--- src/rtl/inst_timestamper_if.sv ---
// Instruction-in / FIFO-out channel of the instruction timestamper.
//   in_valid, in_inst  : instruction offered by the producer
//   in_ready           : instruction taken when in_valid && in_ready
//   fifo_rd_en         : consumer read strobe
//   fifo_data          : registered head word {t_inst[19:0], opcode[6:0], angle[10:0]}
//   fifo_empty         : no stored entries
//   fifo_count         : stored entries, 0..DEPTH
// master = producer/consumer side, slave = timestamper.
interface inst_timestamper_if;
  logic        in_valid;
  logic [31:0] in_inst;
  logic        in_ready;
  logic        fifo_rd_en;
  logic [37:0] fifo_data;
  logic        fifo_empty;
  logic [6:0]  fifo_count;

  modport master (
    output in_valid, in_inst, fifo_rd_en,
    input  in_ready, fifo_data, fifo_empty, fifo_count
  );

  modport slave (
    input  in_valid, in_inst, fifo_rd_en,
    output in_ready, fifo_data, fifo_empty, fifo_count
  );
endinterface

--- src/rtl/inst_timestamper.sv ---
// Instruction timestamper. Consumes GATE/WAIT instructions after a sync,
// stamps each GATE with the running time pointer t_ptr and queues
// {t_ptr, opcode, angle} in a DEPTH-entry FIFO with a registered read port.
// A GATE stamped with too little slack against t_cnt sets a sticky late_err
// and parks the block in ERR until the next sync.
// Ports:
//   clk       : clock, all state on rising edge
//   reset     : asynchronous active-low reset
//   t_cnt     : free-running global time counter
//   sync      : one-cycle pulse, arms the block and loads t_ptr = t_cnt + LEAD
//   bus       : instruction input / FIFO output channel (slave side)
//   late_err  : sticky late-scheduling flag, cleared by sync
//   gate_cnt  : GATEs pushed since the last sync (wraps at 2^16)
module inst_timestamper #(
  parameter int          DEPTH     = 8,
  parameter logic [19:0] LEAD      = 20'd8,
  parameter logic [19:0] GATE_DUR  = 20'd1,
  parameter logic [19:0] MIN_SLACK = 20'd3
) (
  input  logic                clk,
  input  logic                reset,
  input  logic [19:0]         t_cnt,
  input  logic                sync,
  inst_timestamper_if.slave   bus,
  output logic                late_err,
  output logic [15:0]         gate_cnt
);

  localparam int AW = $clog2(DEPTH);

  typedef enum logic [1:0] {IDLE, RUN, ERR} state_t;

  state_t        state_reg, state_next;
  logic [19:0]   t_ptr_reg, t_ptr_next;
  logic          late_reg, late_next;
  logic [15:0]   gate_cnt_reg, gate_cnt_next;
  logic [6:0]    count_reg, count_next;
  logic [AW-1:0] wr_ptr_reg, rd_ptr_reg;
  logic [37:0]   data_reg;
  logic [37:0]   mem [DEPTH];

  logic          is_wait;
  logic          fifo_full;
  logic          ready;
  logic          accept;
  logic          push;
  logic          pop;
  logic [19:0]   slack;
  logic          too_late;
  logic [37:0]   push_word;

  // Bits [30:20] carry no meaning for either instruction type.
  logic unused_inst_bits;
  assign unused_inst_bits = &{1'b0, bus.in_inst[30:20]};

  assign is_wait   = bus.in_inst[31];
  assign fifo_full = (count_reg == 7'(DEPTH));
  // A WAIT never needs FIFO space, so only GATEs are held off by a full FIFO.
  assign ready     = (state_reg == RUN) && !sync && (is_wait || !fifo_full);
  assign accept    = bus.in_valid && ready;
  assign push      = accept && !is_wait;
  assign pop       = bus.fifo_rd_en && (count_reg != 7'd0);
  // Slack is a modular difference; bit 19 set means t_ptr is already behind t_cnt.
  assign slack     = t_ptr_reg - t_cnt;
  assign too_late  = slack[19] || (slack < MIN_SLACK);
  assign push_word = {t_ptr_reg, bus.in_inst[17:11], bus.in_inst[10:0]};

  always_comb begin
    state_next    = state_reg;
    t_ptr_next    = t_ptr_reg;
    late_next     = late_reg;
    gate_cnt_next = gate_cnt_reg;
    count_next    = count_reg;

    if (sync) begin
      state_next    = RUN;
      t_ptr_next    = t_cnt + LEAD;
      late_next     = 1'b0;
      gate_cnt_next = 16'd0;
    end else if (accept) begin
      if (is_wait) begin
        t_ptr_next = t_ptr_reg + bus.in_inst[19:0];
      end else begin
        t_ptr_next    = t_ptr_reg + GATE_DUR;
        gate_cnt_next = gate_cnt_reg + 16'd1;
        if (too_late) begin
          late_next  = 1'b1;
          state_next = ERR;
        end
      end
    end

    case ({push, pop})
      2'b10:   count_next = count_reg + 7'd1;
      2'b01:   count_next = count_reg - 7'd1;
      default: count_next = count_reg;
    endcase
  end

  always_ff @(posedge clk or negedge reset) begin
    if (!reset) begin
      state_reg    <= IDLE;
      t_ptr_reg    <= 20'd0;
      late_reg     <= 1'b0;
      gate_cnt_reg <= 16'd0;
      count_reg    <= 7'd0;
      wr_ptr_reg   <= '0;
      rd_ptr_reg   <= '0;
      data_reg     <= 38'd0;
    end else begin
      state_reg    <= state_next;
      t_ptr_reg    <= t_ptr_next;
      late_reg     <= late_next;
      gate_cnt_reg <= gate_cnt_next;
      count_reg    <= count_next;
      if (push) begin
        wr_ptr_reg <= wr_ptr_reg + AW'(1);
      end
      if (pop) begin
        rd_ptr_reg <= rd_ptr_reg + AW'(1);
        data_reg   <= mem[rd_ptr_reg];
      end
    end
  end

  // Storage is not reset: the pointers and count alone define what is valid.
  always_ff @(posedge clk) begin
    if (push) begin
      mem[wr_ptr_reg] <= push_word;
    end
  end

  assign bus.in_ready   = ready;
  assign bus.fifo_data  = data_reg;
  assign bus.fifo_count = count_reg;
  assign bus.fifo_empty = (count_reg == 7'd0);
  assign late_err       = late_reg;
  assign gate_cnt       = gate_cnt_reg;

endmodule
--- src/flat_wrapper.sv ---
// flat-port wrapper written by rule: the top's interface ports become plain ports
module inst_timestamper_flat 
#(
  parameter int          DEPTH     = 8,
  parameter logic [19:0] LEAD      = 20'd8,
  parameter logic [19:0] GATE_DUR  = 20'd1,
  parameter logic [19:0] MIN_SLACK = 20'd3
)
  (clk, reset, t_cnt, sync, late_err, gate_cnt, bus_in_valid, bus_in_inst, bus_fifo_rd_en, bus_in_ready, bus_fifo_data, bus_fifo_empty, bus_fifo_count);
  inst_timestamper_if bus_i ();
  input  logic clk;
  input  logic reset;
  input  logic [19:0] t_cnt;
  input  logic sync;
  output logic late_err;
  output logic [15:0] gate_cnt;
  input wire logic [$bits(bus_i.in_valid)-1:0] bus_in_valid;
  input wire logic [$bits(bus_i.in_inst)-1:0] bus_in_inst;
  input wire logic [$bits(bus_i.fifo_rd_en)-1:0] bus_fifo_rd_en;
  output wire logic [$bits(bus_i.in_ready)-1:0] bus_in_ready;
  output wire logic [$bits(bus_i.fifo_data)-1:0] bus_fifo_data;
  output wire logic [$bits(bus_i.fifo_empty)-1:0] bus_fifo_empty;
  output wire logic [$bits(bus_i.fifo_count)-1:0] bus_fifo_count;
  assign bus_i.in_valid = bus_in_valid;
  assign bus_i.in_inst = bus_in_inst;
  assign bus_i.fifo_rd_en = bus_fifo_rd_en;
  assign bus_in_ready = bus_i.in_ready;
  assign bus_fifo_data = bus_i.fifo_data;
  assign bus_fifo_empty = bus_i.fifo_empty;
  assign bus_fifo_count = bus_i.fifo_count;
  inst_timestamper #(.DEPTH(DEPTH), .LEAD(LEAD), .GATE_DUR(GATE_DUR), .MIN_SLACK(MIN_SLACK)) u_core (.clk(clk), .reset(reset), .t_cnt(t_cnt), .sync(sync), .bus(bus_i), .late_err(late_err), .gate_cnt(gate_cnt));
endmodule
--- config.mk ---
export PLATFORM = sky130hd
export DESIGN_NAME = inst_timestamper_flat
export DESIGN_NICKNAME = d
export VERILOG_FILES = /design/src/rtl/inst_timestamper_if.sv /design/src/rtl/inst_timestamper.sv /design/src/flat_wrapper.sv
export SDC_FILE = /design/constraint.sdc
export NUM_CORES = 1
export LEC_CHECK = 0
export BUFFER_PORTS_ARGS = -buffer_cell sky130_fd_sc_hd__buf_4
export CAP_MARGIN = 10
export CORE_MARGIN = 2
export CORE_UTILIZATION = 68
export CTS_BUF_LIST = sky130_fd_sc_hd__clkbuf_8
export DETAILED_ROUTE_END_ITERATION = 16
export MAX_ROUTING_LAYER = met4
export PLACE_DENSITY = 0.88
export SETUP_SLACK_MARGIN = 0.1
export SYNTH_ARGS = -nofsm -noshare
export SYNTH_HDL_FRONTEND = slang
export SYNTH_SLANG_ARGS = --single-unit
--- constraint.sdc ---
create_clock -name clk -period 15.82 [get_ports clk]
set_input_delay 3.164 -clock clk [delete_from_list [all_inputs] [get_ports clk]]
set_output_delay 3.164 -clock clk [all_outputs]
set_load 0.05 [all_outputs]
## Yosys cells after proc, flatten, opt, wreduce, memory -nomap -nowiden

Memories as Yosys holds them, arrays and structs flattened. A register that Yosys moved wholly into a read port is not among the register bits.
Cells that the tools add are included.

| word-level totals | value |
|---|---|
| flip-flop bits (word level) | 52 |
| memory bits (writable) | 304 |
| input port bits | 57 |
| memories kept | 1 |

| operators by class | value |
|---|---|
| add/subtract/negate cells | 9 |
| $lt $le $gt $ge | 1 |
| equal/unequal tests | 5 |
| multiplexer cells | 17 |
| reduce and logical (&&, ||, !) cells | 18 |

Memories:

| name | words | bits a word | read ports | clocked after memory_dff | write ports | RTL line | source |
|---|---|---|---|---|---|---|---|
| u_core.mem | 8 | 38 | 1 | 1 | 1 | inst_timestamper.sv:40 | `logic [37:0] mem [DEPTH];` |

Operators with widths:

| cell | number |
|---|---|
| $mux 20 | 3 |
| $mux 16 | 3 |
| $add 20x1->20 const B | 1 |
| $add 20x20->20 | 1 |
| $add 20x4->20 const B | 1 |
| $lt 20x2->1 const B | 1 |
| $sub 20x20->20 | 1 |
| $add 16x1->16 const B | 1 |
| $pmux 7 s2 | 1 |
| $mux 2 | 4 |
| $add 7x1->7 const B | 1 |
| $eq 7x4->1 const B | 1 |
| $logic_not 7->1 | 1 |
| $reduce_bool 7->1 | 1 |
| $sub 7x1->7 const B | 1 |
| $add 3x1->3 const B | 2 |
| $mux 1 | 6 |
| $reduce_bool 2->1 | 3 |
| $logic_and 1x1->1 | 5 |
| $eq 2x1->1 const B | 2 |
| $logic_not 1->1 | 4 |
| $reduce_and 3->1 | 1 |
| $eq 2x2->1 const B | 1 |
| $logic_or 1x1->1 | 2 |
| 2 further kinds | 2 |

## Depth between registers and ports, before layout

Gate-level depths: netlist (run 1).

| depth | value |
|---|---|
| depth in word-level cells | 8 |
| depth in mapped cells | 16 |

## Worst setup path after synthesis (run 1)

Ideal clock, no wire load.

| timing path | value |
|---|---|
| kind | input to register |
| start point | input port sync |
| end point | memory u_core.mem[2][0] (enable) |
| setup time | 542 ps |
| arrival | 8217 ps |
| required time | 15278 ps |
| setup slack | 7062 ps |
| stages | 6 |
| path buffers | 2 |
| cells stage by stage | clkbuf_1 nor3b_1 and4b_1 buf_2 clkinv_1 nor4b_1 |

| on the way | value |
|---|---|
| longest elaborated chain between the ends | 7 |

RTL lines:

| item | RTL line | source |
|---|---|---|
| start: declaration | flat_wrapper.sv:14 | `input logic sync;` |
| $logic_not 1->1 | inst_timestamper.sv:59 | `assign ready = (state_reg == RUN) && !sync && (is_wait \|\| !fifo_full);` |
| $logic_and 1x1->1 (2 in a row) | inst_timestamper.sv:59 |  |
| $logic_and 1x1->1 | inst_timestamper.sv:60 | `assign accept = bus.in_valid && ready;` |
| $logic_and 1x1->1 | inst_timestamper.sv:61 | `assign push = accept && !is_wait;` |
| $mux 1 | inst_timestamper.sv:128 | `if (push) begin` |
| $mux 1 (implied by the code) | inst_timestamper.sv:129 | `mem[wr_ptr_reg] <= push_word;` |
| end: declaration | inst_timestamper.sv:40 |  |

Every way passes these cells.

## Worst setup path after layout (run 1)

| timing path | value |
|---|---|
| start point | input port sync |
| end point | output port bus_in_ready |

| on the way | value |
|---|---|
| longest elaborated chain between the ends | 3 |

RTL lines:

| item | RTL line | source |
|---|---|---|
| $logic_not 1->1 | inst_timestamper.sv:59 |  |
| $logic_and 1x1->1 (2 in a row) | inst_timestamper.sv:59 |  |
| end: declaration | flat_wrapper.sv:20 | `output wire logic [$bits(bus_i.in_ready)-1:0] bus_in_ready;` |

Every way passes these cells.

==> impl_metrics.py, run 1 <==
metrics = {
    "routing": {
        "drtAntennaViolNets": 0,
        "wirelength_um": 39120,
        "drt_pass1_iterations": 5,
        "wl_per_cell_um": 23.02,
        "initialDrtViolationCount": 1255,
        "drc": 0,
        "drt-vias-per-instance": 6.382,
        "via_count": 10840,
    },
    "setup_path": {
        "r2r-start": "u_core.bus.fifo_count[1]",
        "r2r-end": "u_core.bus.fifo_count[6]",
        "crit_type": "primary input to output port",
        "required_ns": 12.66,
        "arrival_ns": 4.12,
        "rrSetupSlack_ns": 12.04,
        "end_kind": "output port",
        "reg2reg_depth": 15,
        "cp-start-kind": "primary input",
        "worstPathMaxFanout": 60,
    },
    "synthesis": {
        "synth_nets": 1297,
        "synth_edf_count": 304,
        "synth_top_area_frac": 0.5182,
        "synth_area_um2": 17620,
        "syn_avg_cell_area_um2": 14.82,
        "synth_area_leaders": "edfxtp_1 (52%), dfrtp_1 (13%), mux4_2 (9.7%)",
        "synth.most_common_cell": "edfxtp_1",
        "async_flop_share": 0.2265,
        "synth_common_cells": "edfxtp_1 (304), nand2_1 (98), dfrtp_1 (89)",
        "synth_cell_types": 68,
        "yosysSeqAreaShare": 0.6446,
        "syn-instance-count": 1189,
        "synth_ff_type": "edfxtp_1",
        "synth-seq-cells": 393,
        "yosys.area.top_type": "edfxtp_1",
        "yosys_warnings": 0,
    },
    "grt": {
        "grt_use_total": 0.3070,
        "grt_pass1_wl_um": 60160,
        "antenna_found_initial": 1,
        "grt_max_degree": 79,
        "overflow": 0,
        "grt_pass1_vias": 10900,
    },
    "sta": {
        "clock_skew_ns": 0.03189,
        "timing.setup.tns_ns": 0,
        "worst_pin_slew_ns": 1.079,
        "setup_viol": 0,
        "period_share": 0.4607,
        "clock.fmax_ghz": 0.1372,
        "period_needed_ns": 7.289,
        "rsz0062_at_grt": "false",
        "relSlewSlack": 0.2803,
        "fin_ws_ns": 8.531,
        "slew_violations": 0,
        "finalHoldViolations": 0,
    },
    "die": {
        "ioPinCount": 121,
        "die_area_um2": 27210,
        "die_w_um": 165.0,
        "core_um2": 25330,
        "num_rows": 58,
        "start_util": 0.6955,
        "die_height_um": 165.0,
    },
    "clock_tree": {
        "htree_levels": 2,
        "post-cts-setup-buffer-count": 0,
        "cts.root.buffer_cell": "clkbuf_8",
        "cts_resized": 0,
        "clkLatencyLatePin_ns": 0.60,
        "cts_buffer_depth": 3,
        "cts-buffers-inserted": 59,
        "clk_pin_slew_ns": 0.06,
        "hold_buffers": 0,
        "cts.sinks": 393,
        "cts_tree": "done",
    },
    "placement": {
        "port_buffers": 109,
        "globalplace.congestion": 0.8935,
        "dp_hpwl_um": 24910,
        "place_worst_setup_slack_ns": 8.517,
    },
    "final_layout": {
        "final_util": 0.7861,
        "area_growth_pct": 13.02,
        "layout-drive-gt1-share": 0.2186,
        "largest_reg_flops": 304,
        "nets": 1427,
    },
    "pwr": {
        "p_comb_frac": 0.334,
        "ir_worst_vdd_mv": 0.1161,
        "power.share.sequential": 0.425,
        "p_leak_nw": 7.530,
        "switching_share": 0.3505,
        "p_int_w": 0.002067,
        "clockPowerShare": 0.241,
        "switchingPower_w": 0.001115,
        "pwr_density_cell_nw_per_um2": 159.9,
    },
    "status": {
        "status": "complete, no violations",
    },
    "hold_path": {
        "holdPathEnd": "u_core.bus.fifo_data[15]",
        "hold_path_class": "flop to flop",
        "holdCritStartpoint": "u_core.bus.fifo_data[15]",
        "hold_depth": 2,
    },
    "job": {
        "drv_cap": 0,
    },
}
## critical path, cell delays in order
cell and delay (ns):
buf_4 0.28, nor3b_1 0.29, o21a_1 0.19, buf_4 0.20
## metal layers
layer	GRT usage	routed length (µm)	vias to the layer above
met4	0.1075	1058	0
li1	-	-	4834
met3	0.04872	3038	75
met5	-	0	-
met2	0.4907	19600	537
met1	0.4101	15420	5397
## power by group through the flow
stage	combinational, W	sequential [W]	clock, W
floorplan	0.000615	0.00152	0
global placement	0.00103	0.00136	0
detailed placement	0.00106	0.00137	0
CTS	0.00107	0.00135	0.000775
global route	0.00114	0.00137	0.000821
finish	0.00106	0.00135	0.000767
## kinds of logic after synthesis
| kind of cell | count (synthesis) | synth area share |
|---|---|---|
| flip-flops | 393 | 0.6446 |
| buffers and inverters | 93 | 0.02088 |
| AO/OA/AOI/OAI | 202 | 0.07138 |
| XOR/XNOR | 57 | 0.02834 |
| adder cells (fa/ha/maj) | 51 | 0.03750 |
| AND/OR/NAND/NOR | 274 | 0.07564 |
| multiplexers | 119 | 0.1216 |
## placed cells by master (no fill, tap or decap), drive strengths merged, types with 3 or more instances in the layout
master / instances
edfxtp: 304
buf: 122
nand2: 98
dfrtp: 89
mux4: 76
o21ai: 73
clkbuf: 65
inv: 60
nor2: 51
a21oi: 51
ha: 48
mux2i: 43
xnor2: 34
nand3: 24
clkinv: 24
xor2: 23
and2: 19
nor3: 19
and3: 13
a211oi: 12
a21o: 11
o21a: 10
nor4: 9
nand4: 7
o21bai: 7
nand2b: 6
a31oi: 6
nor3b: 6
nand3b: 5
nor2b: 4
o211ai: 4
a221oi: 3
o22ai: 3
fa: 3
nor4b: 3
## stage by stage
stage,total power [W],hold slack (ns),area [µm²],instances
floorplan,0.002134,0.4695,17620,1189
global placement,0.002391,0.4614,18790,1588
detailed placement,0.002436,0.4713,18790,1588
CTS,0.003198,0.4850,19910,1698
global route,0.003326,0.5128,19910,1699
finish,0.003183,0.4765,19910,1699
## layout make-up
type                            count  area [µm²]
Clock buffer                       65       894.6
Antenna cell                        1       2.502
Timing Repair Buffer              122       915.9
Tap cell                          330       412.9
Inverter                           40       150.1
Sequential cell                   393       11360
Fill cell                        1336        5418
Multi-Input combinational cell    703        5949
Clock inverter                     45       221.5
## worst max path at each step
stage                     start               end  cells after the start
after floorplan            sync  u_core.mem[2][0]                      6
after global placement     sync      bus_in_ready                      4
after detailed placement   sync      bus_in_ready                      4
after CTS                  sync      bus_in_ready                      4
after global routing       sync      bus_in_ready                      4
final                      sync      bus_in_ready                      4
Power figures use the tool's default switching activity.
==> inputs of run 2 (changes only) <==
Settings changed: CORE_UTILIZATION 68 to 63, PLACE_DENSITY 0.88 to 0.83.
Clock period 15.82 ns to 7.4 ns, I/O delays scaled along.
==> impl_metrics.py, run 2 (synthesis gave the netlist of run 1 again) <==
metrics = {
    "status": {
        "status": "complete, no violations",
    },
    "setup_path": {
        "arrival_ns": 5.02,
        "critPathTopFamily": "buffers and inverters",
        "required_ns": 7.92,
        "rrSetupSlack_ns": 3.46,
        "path_buf_inv": 4,
        "cp-start-kind": "primary input",
        "r2r-end": "u_core.bus.fifo_count[6]",
        "crit_type": "primary input to flop",
        "crit_chain": "buf_4 -> nor3b_1 -> and4b_1 -> clkinv_1 -> ha_1 -> inv_1 -> fa_1 -> inv_1 -> a21oi_1 -> o21bai_1 -> a21o_1 -> a21oi_1 -> xnor2_1 -> nor2_1 -> xor2_1",
        "critical_path.slowest_cell": "and4b_1",
        "path_depth": 15,
        "r2r-start": "u_core.bus.fifo_count[1]",
        "max_stage_delay_ns": 0.55,
        "end_kind": "flop",
        "worstPathMaxFanout": 60,
        "reg2reg_depth": 15,
    },
    "pwr": {
        "clockPowerShare": 0.264,
        "p_leak_nw": 7.616,
        "switchingPower_w": 0.002383,
        "pwr_density_cell_nw_per_um2": 345.7,
        "p_int_w": 0.004588,
        "switching_share": 0.3418,
        "p_comb_frac": 0.314,
        "ir_worst_vdd_mv": 0.2118,
        "power.share.sequential": 0.422,
    },
    "grt": {
        "grt_max_degree": 80,
        "grt_use_total": 0.2714,
        "overflow": 0,
        "grt_pass1_vias": 10490,
        "antenna_found_initial": 0,
        "grt_pass1_wl_um": 57770,
    },
    "routing": {
        "wl_per_cell_um": 21.36,
        "drc": 0,
        "drtAntennaViolNets": 0,
        "initialDrtViolationCount": 904,
        "via_count": 10560,
        "wirelength_um": 37420,
        "drt_pass1_iterations": 5,
        "drt-vias-per-instance": 6.027,
    },
    "die": {
        "num_rows": 61,
        "die_height_um": 171.2,
        "core_um2": 27630,
        "die_w_um": 171.2,
        "start_util": 0.6376,
        "ioPinCount": 121,
        "die_area_um2": 29310,
    },
    "sta": {
        "period_share": 0.6081,
        "timing.setup.tns_ns": 0,
        "setup_viol": 0,
        "clock_skew_ns": 0.04170,
        "finalHoldViolations": 0,
        "whs_ns": 0.4752,
        "slew_violations": 0,
        "fin_ws_ns": 2.900,
        "relSlewSlack": 0.4047,
        "clock.fmax_ghz": 0.2222,
        "period_needed_ns": 4.500,
        "rsz0062_at_grt": "false",
        "worst_pin_slew_ns": 0.8930,
    },
    "clock_tree": {
        "htree_levels": 2,
        "post-cts-setup-buffer-count": 0,
        "cts_buffer_depth": 3,
        "cts.sinks": 393,
        "hold_buffers": 0,
        "cts_tree": "done",
        "cts.root.buffer_cell": "clkbuf_8",
        "cts-buffers-inserted": 61,
        "clkLatencyLatePin_ns": 0.63,
        "cts_resized": 0,
        "clk_pin_slew_ns": 0.06,
    },
    "job": {
        "drv_cap": 0,
    },
    "final_layout": {
        "largest_reg_flops": 304,
        "layout_common_cells": "edfxtp_1 (304), buf_4 (122), nand2_1 (98)",
        "nets": 1429,
        "layout-drive-gt1-share": 0.2285,
        "layout.cells.non_filler": 1752,
        "area_growth_pct": 14.47,
        "antenna_cells": 0,
        "final_util": 0.7298,
        "mostFrequentLayoutCell": "edfxtp_1",
        "filler_cell_count": 1737,
    },
    "hold_path": {
        "holdCritStartpoint": "u_core.bus.fifo_data[8]",
        "hold_path_class": "flop to flop",
        "holdPathEnd": "u_core.bus.fifo_data[8]",
        "hold_depth": 2,
    },
    "placement": {
        "port_buffers": 109,
        "place_worst_setup_slack_ns": 2.249,
        "globalplace.congestion": 0.9502,
        "place_inst": 1636,
        "dp_hpwl_um": 23830,
    },
}
-- run 2: cell types whose count changed in the layout (fill, tap and decap cells not counted), sizes merged --
cell / change
clkinv: -11
diode: -1
inv: -1
clkinvlp: +2
clkbuf: +16
-- run 2: power by group through the flow --
stage	clock (W)	combinational [W]	sequential [W]
6_report	0.00184	0.00219	0.00294
5_1_grt	0.00197	0.00235	0.00298
4_1_cts	0.00187	0.00220	0.00295
3_5_place_dp	0	0.00219	0.00299
3_3_place_gp	0	0.00214	0.00297
2_1_floorplan	0	0.00131	0.00325
-- run 2: metrics by stage --
stage	cell area [µm²]	power [W]
2_1_floorplan	17620	0.004563
3_3_place_gp	18850	0.005109
3_5_place_dp	18850	0.005177
4_1_cts	20160	0.007021
5_1_grt	20160	0.007300
6_report	20160	0.006971
-- run 2: tightest hold or removal path, stage by stage (launching register included) --
cell	delay [ns]
dfrtp_1	0.34
nand2_1	0.04
o21ai_0	0.06
-- run 2: how the worst max path moves through the flow --
stage | endpoint | startpoint | slack [ns]
6_report | u_core.bus.fifo_count[6] | sync | 2.90
4_1_cts | u_core.bus.fifo_count[6] | sync | 2.92
2_1_floorplan | u_core.mem[2][0] | sync | 0.33
3_3_place_gp | u_core.bus.fifo_count[6] | sync | 2.36
3_5_place_dp | u_core.bus.fifo_count[6] | sync | 2.25
5_1_grt | u_core.bus.fifo_count[6] | sync | 2.65
-- run 2: final cells by class --
| type | instances | area [µm²] | share of cell area |
|---|---|---|---|
| Clock inverter | 35 | 198.9 | 0.009866 |
| Timing Repair Buffer | 122 | 915.9 | 0.04542 |
| Sequential cell | 393 | 11360 | 0.5635 |
| Clock buffer | 81 | 1115 | 0.05529 |
| Tap cell | 378 | 473.0 | 0.02346 |
| Multi-Input combinational cell | 703 | 5949 | 0.2950 |
| Inverter | 40 | 150.1 | 0.007446 |
-- run 2: routing by layer --
layer / global-route usage / wire [µm] / vias to the layer above
met5: - / 0 / -
met4: 0.08106 / 913 / 0
met3: 0.04993 / 2609 / 75
met2: 0.4295 / 18120 / 413
met1: 0.3665 / 15770 / 5242
li1: - / - / 4830
